==> config.mk <==
export PLATFORM = sky130hd
export DESIGN_NAME = muldiv_ctrl
export DESIGN_NICKNAME = d
export VERILOG_FILES = /design/src/rtl/muldiv_ctrl.sv
export SDC_FILE = /design/constraint.sdc
export NUM_CORES = 1
export LEC_CHECK = 0
export CORE_MARGIN = 10
export CORE_UTILIZATION = 45
export DETAILED_ROUTE_END_ITERATION = 10
export SLEW_MARGIN = 40
export SYNTH_ARGS = -nofsm -noshare
export SYNTH_HDL_FRONTEND = slang
export SYNTH_SLANG_ARGS = --single-unit
==> constraint.sdc <==
create_clock -name clk -period 6.8 [get_ports clk]
set_clock_uncertainty 0.2 [all_clocks]
set_input_delay 1.36 -clock clk [delete_from_list [all_inputs] [get_ports clk]]
set_output_delay 1.36 -clock clk [all_outputs]
set_load 0.005 [all_outputs]
==> src/rtl/muldiv_ctrl.sv <==
`default_nettype none
// ============================================================================
// Module   : muldiv_ctrl
// Purpose  : EX-stage iterative MULT/MULTU/DIV/DIVU sequencer with stall request
// Revision : 1.0 - initial release
// ============================================================================
module muldiv_ctrl #(
    parameter int WIDTH = 32
) (
    input  logic             clk,
    input  logic             rst,
    input  logic             start,
    input  logic [1:0]       op,
    input  logic [WIDTH-1:0] src_a,
    input  logic [WIDTH-1:0] src_b,
    input  logic             cancel,
    input  logic             hold,
    output logic             stallreq,
    output logic             busy,
    output logic             hilo_we,
    output logic [WIDTH-1:0] hi_out,
    output logic [WIDTH-1:0] lo_out
);

    localparam int CW = (WIDTH > 1) ? $clog2(WIDTH) : 1;
    localparam logic [CW-1:0] c_LAST = CW'(WIDTH - 1);

    localparam logic [1:0] S_IDLE = 2'd0;
    localparam logic [1:0] S_BUSY = 2'd1;
    localparam logic [1:0] S_DONE = 2'd2;

    logic [1:0]       r_state;
    logic [CW-1:0]    r_cnt;
    logic             r_div;
    logic             r_neg_q;
    logic             r_neg_r;
    logic [WIDTH-1:0] r_hi;
    logic [WIDTH-1:0] r_lo;
    logic [WIDTH-1:0] r_b;
    logic [WIDTH-1:0] r_hi_res;
    logic [WIDTH-1:0] r_lo_res;

    logic             w_sa;
    logic             w_sb;
    logic             w_dz;
    logic [WIDTH-1:0] w_abs_a;
    logic [WIDTH-1:0] w_abs_b;
    logic [WIDTH:0]   w_sum;
    logic [WIDTH:0]   w_shift;
    logic [WIDTH:0]   w_diff;
    logic             w_ge;
    logic [WIDTH-1:0] w_hi_nxt;
    logic [WIDTH-1:0] w_lo_nxt;
    logic [2*WIDTH-1:0] w_prod;
    logic [WIDTH-1:0] w_fin_hi;
    logic [WIDTH-1:0] w_fin_lo;

    // Operand capture: signed ops work on magnitudes, sign fixed up at the end.
    always_comb begin
        w_sa    = ~op[0] & src_a[WIDTH-1];
        w_sb    = ~op[0] & src_b[WIDTH-1];
        w_dz    = op[1] & (src_b == '0);
        w_abs_a = w_sa ? (~src_a + 1'b1) : src_a;
        w_abs_b = w_sb ? (~src_b + 1'b1) : src_b;
    end

    // One iteration: shift-add for multiply, restoring shift-subtract for divide.
    always_comb begin
        w_sum    = {1'b0, r_hi} + (r_lo[0] ? {1'b0, r_b} : '0);
        w_shift  = {r_hi, r_lo[WIDTH-1]};
        w_diff   = w_shift - {1'b0, r_b};
        w_ge     = (w_shift >= {1'b0, r_b});
        w_hi_nxt = '0;
        w_lo_nxt = '0;
        if (r_div) begin
            w_hi_nxt = w_ge ? w_diff[WIDTH-1:0] : w_shift[WIDTH-1:0];
            w_lo_nxt = {r_lo[WIDTH-2:0], w_ge};
        end else begin
            w_hi_nxt = w_sum[WIDTH:1];
            w_lo_nxt = {w_sum[0], r_lo[WIDTH-1:1]};
        end
        w_prod = {w_hi_nxt, w_lo_nxt};
        if (r_neg_q) begin
            w_prod = ~w_prod + 1'b1;
        end
        if (r_div) begin
            w_fin_hi = r_neg_r ? (~w_hi_nxt + 1'b1) : w_hi_nxt;
            w_fin_lo = r_neg_q ? (~w_lo_nxt + 1'b1) : w_lo_nxt;
        end else begin
            w_fin_hi = w_prod[2*WIDTH-1:WIDTH];
            w_fin_lo = w_prod[WIDTH-1:0];
        end
    end

    always_ff @(posedge clk) begin
        if (rst) begin
            r_state  <= S_IDLE;
            r_cnt    <= '0;
            r_div    <= 1'b0;
            r_neg_q  <= 1'b0;
            r_neg_r  <= 1'b0;
            r_hi     <= '0;
            r_lo     <= '0;
            r_b      <= '0;
            r_hi_res <= '0;
            r_lo_res <= '0;
        end else if (cancel) begin
            r_state <= S_IDLE;
            r_cnt   <= '0;
        end else begin
            case (r_state)
                S_IDLE: begin
                    if (start) begin
                        // Divide-by-zero runs unsigned on the raw dividend so the
                        // remainder comes out as the dividend and the quotient all ones.
                        r_div   <= op[1];
                        r_neg_q <= ~w_dz & (w_sa ^ w_sb);
                        r_neg_r <= ~w_dz & w_sa;
                        r_hi    <= '0;
                        r_lo    <= w_dz ? src_a : w_abs_a;
                        r_b     <= w_abs_b;
                        r_cnt   <= '0;
                        r_state <= S_BUSY;
                    end
                end
                S_BUSY: begin
                    r_hi  <= w_hi_nxt;
                    r_lo  <= w_lo_nxt;
                    r_cnt <= r_cnt + CW'(1);
                    if (r_cnt == c_LAST) begin
                        r_hi_res <= w_fin_hi;
                        r_lo_res <= w_fin_lo;
                        r_state  <= S_DONE;
                    end
                end
                S_DONE: begin
                    if (!hold) begin
                        r_state <= S_IDLE;
                    end
                end
                default: r_state <= S_IDLE;
            endcase
        end
    end

    assign stallreq = (r_state == S_BUSY) || ((r_state == S_IDLE) && start && !cancel);
    assign busy     = (r_state != S_IDLE);
    assign hilo_we  = (r_state == S_DONE) && !hold && !cancel;
    assign hi_out   = r_hi_res;
    assign lo_out   = r_lo_res;

endmodule
`default_nettype wire

==> metrics.txt <==
# resized after CTS=0; Area Growth Syn to Fin=15.8%; row count=66; vias after detailed routing=15647; gr ovfl total=0; P_sw=1060 µW; leakage=0.00655 µW; Seq cells post-synth=170; DRT Pass-1 Iters=5; Worst setup SP type=flip-flop; critical path class=flip-flop to flip-flop; fill count=3250; Sequential Area=3410 µm²; CTS Sinks=170; Post-CTS Setup Inserts=0; area of the multi-input gates=10800 µm²; maxcap violations=0; CTS tree=yes; DRC Markers=0; final setup TNS=0 ps; DRT iter0 DRCs=1451; PD cells=170 nW/µm²; final WL=57.8 mm; Int Pwr=1880 µW; Num CTS Buffers=17; hold bufs inserted after CTS=0; Slew @ Worst Pin=919 ps; GPL Wtd Cong=0.937; largest net degree at the start of global routing=95; vias per cell=6.05; commonest non-fill, non-tap cells in the layout=nand2_1, nor2_1, a21oi_1; Req. time, crit path=7000 ps; Detailed Place HPWL=45.2 mm; Worst setup EP type=flip-flop; most common library cell in the layout ignoring fill and taps=nand2_1; Bufs on Longest Clock Path=2; sequential cell area fraction in the yosys report=22.8%; final design utilization=52.9%; starting density of the core=45.7%; Die Wd=202 µm; Clock transition at path regs=80 ps; setup violators final=0; post-layout minimum cycle time=5950 ps; Antenna Nets Post-Route=0; share of cells above drive strength 1=6.90%; initial antenna violation count=0; die height=202 µm; Comb power frac=27.6%; Post-synth ARST share=0%; distinct cell type count after synthesis=95; Post-Syn Nets=2204; hold crit path type=flip-flop to flip-flop; Final Hold Fails=0; RSZ-0062 raised after global routing=false; IO Port Bufs=137; Root Buffer=clkbuf_16; Sw Share=36.1%; ant diodes=0; Post-synth EDFFs=0; period utilisation layout=87.4%; Ports=138; VDD IR max=0.184 mV; Flop pwr share=36.1%; ys flop type=dfxtp_1; Max-slew headroom=38.4%; Clk Latency, worst-skew pair=460 ps; first-pass GRT wire length=87.6 mm; total core area=32600 µm²; Final Slew Violations=0; routed len/inst=22.4 µm; total track usage=27.2%; Synth warnings=0; Die Area=40800 µm²; final layout net count=2274; syn avg cell area=7.23 µm²; vias in the first global route=14460; Post-Syn Instances=2061; Post-Syn Area=14900 µm²; Max Freq=168 MHz; Arr. time, crit path=6140 ps; status=finished clean; crit-path max FO=8; H-Tree Depth=4; Clock Power Share=36.3%
logic make-up (layout without fill, tap and decap cells):
group	count (synthesis)	after routing	share of synthesized area, %
fa+ha+maj	72	72	6.14
mux	49	49	3.39
buf+inv	188	271	5.21
compound gates	633	633	28.0
simple gates	810	810	26.3
xor+xnor	139	139	8.17
flops	170	170	22.8
cell usage after synthesis, types with 61 or more instances:
cell type / instances / area share (%)
ha_1: 70 / 5.9
nor3_1: 65 / 2.2
o21ai_0: 105 / 3.5
a21oi_1: 209 / 7.0
xnor2_1: 78 / 4.6
dfxtp_1: 170 / 23
clkbuf_1: 85 / 2.1
xor2_1: 61 / 3.6
inv_1: 68 / 1.7
a211oi_1: 65 / 3.3
nand2_1: 261 / 6.6
nor2_1: 220 / 5.5
stage by stage:
step                hold WS (ps)  cells  area [µm²]  total power [µW]  worst slack (ps)
global placement             242   2553       16600              1870              1150
detailed placement           247   2554       16600              1870               971
finish                       255   2586       17300              2940               855
CTS                          256   2586       17300              2930               920
floorplan                    240   2061       14900              1600              1450
global route                 277   2586       17300              3060               356
critical path: stages, from the launching register on:
cell and delay [ps]:
dfxtp_1 350, inv_1 50, ha_1 370, a21o_1 230, a221o_1 390, a21oi_2 200
o21a_1 170, nand3_1 180, o21ai_0 280, ha_1 260, nor3b_1 250, o221ai_1 260
nor3_2 370, nand3_1 240, o41ai_4 470, and3_1 290, a21oi_1 90, or3_1 440
nor4_2 190, nand2_1 100, or4_1 400, nand3_1 90
power by group through the flow:
stage,logic [µW],clock network (µW),registers [µW]
global placement,787,0,1080
global route,877,1120,1060
floorplan,534,0,1070
detailed placement,789,0,1080
finish,810,1070,1060
CTS,792,1080,1060
worst paths after layout:
kind	startpoint	to	slack, ps	depth (start not counted)
max	r_b[26]$_SDFFE_PP0P_	hi_out[30]$_SDFFE_PP0P_	850	21
min reg2reg	lo_out[19]$_SDFFE_PP0P_	lo_out[19]$_SDFFE_PP0P_	250	2
min	lo_out[19]$_SDFFE_PP0P_	lo_out[19]$_SDFFE_PP0P_	250	2
max reg2reg	r_b[26]$_SDFFE_PP0P_	hi_out[30]$_SDFFE_PP0P_	850	21
cell type report:
type / count / area share, %
multi-input combinational: 1703 / 62.4
sequential: 170 / 19.7
timing repair buffer: 171 / 9.57
tap: 442 / 3.20
clock buffer: 17 / 2.46
inverter: 68 / 1.48
clock inverter: 15 / 1.17
flip-flops by register name, indices dropped and copies added, names as in the netlist:
| register | flops |
|---|---|
| r_neg_q | 1 |
| r_b | 32 |
| r_div | 1 |
| r_lo | 32 |
| hi_out | 32 |
| r_state | 2 |
| r_cnt | 5 |
| lo_out | 32 |
| r_hi | 32 |
| r_neg_r | 1 |
layer usage:
metal	part of all wire, %	track usage [%]	vias to the layer above
li1	-	-	7597
met1	48	38.5	7490
met2	41	39.1	501
met3	8.3	7.20	59
met4	2.6	8.64	0
met5	0	0	-
No activity file was read; power rests on OpenSTA's default activity.
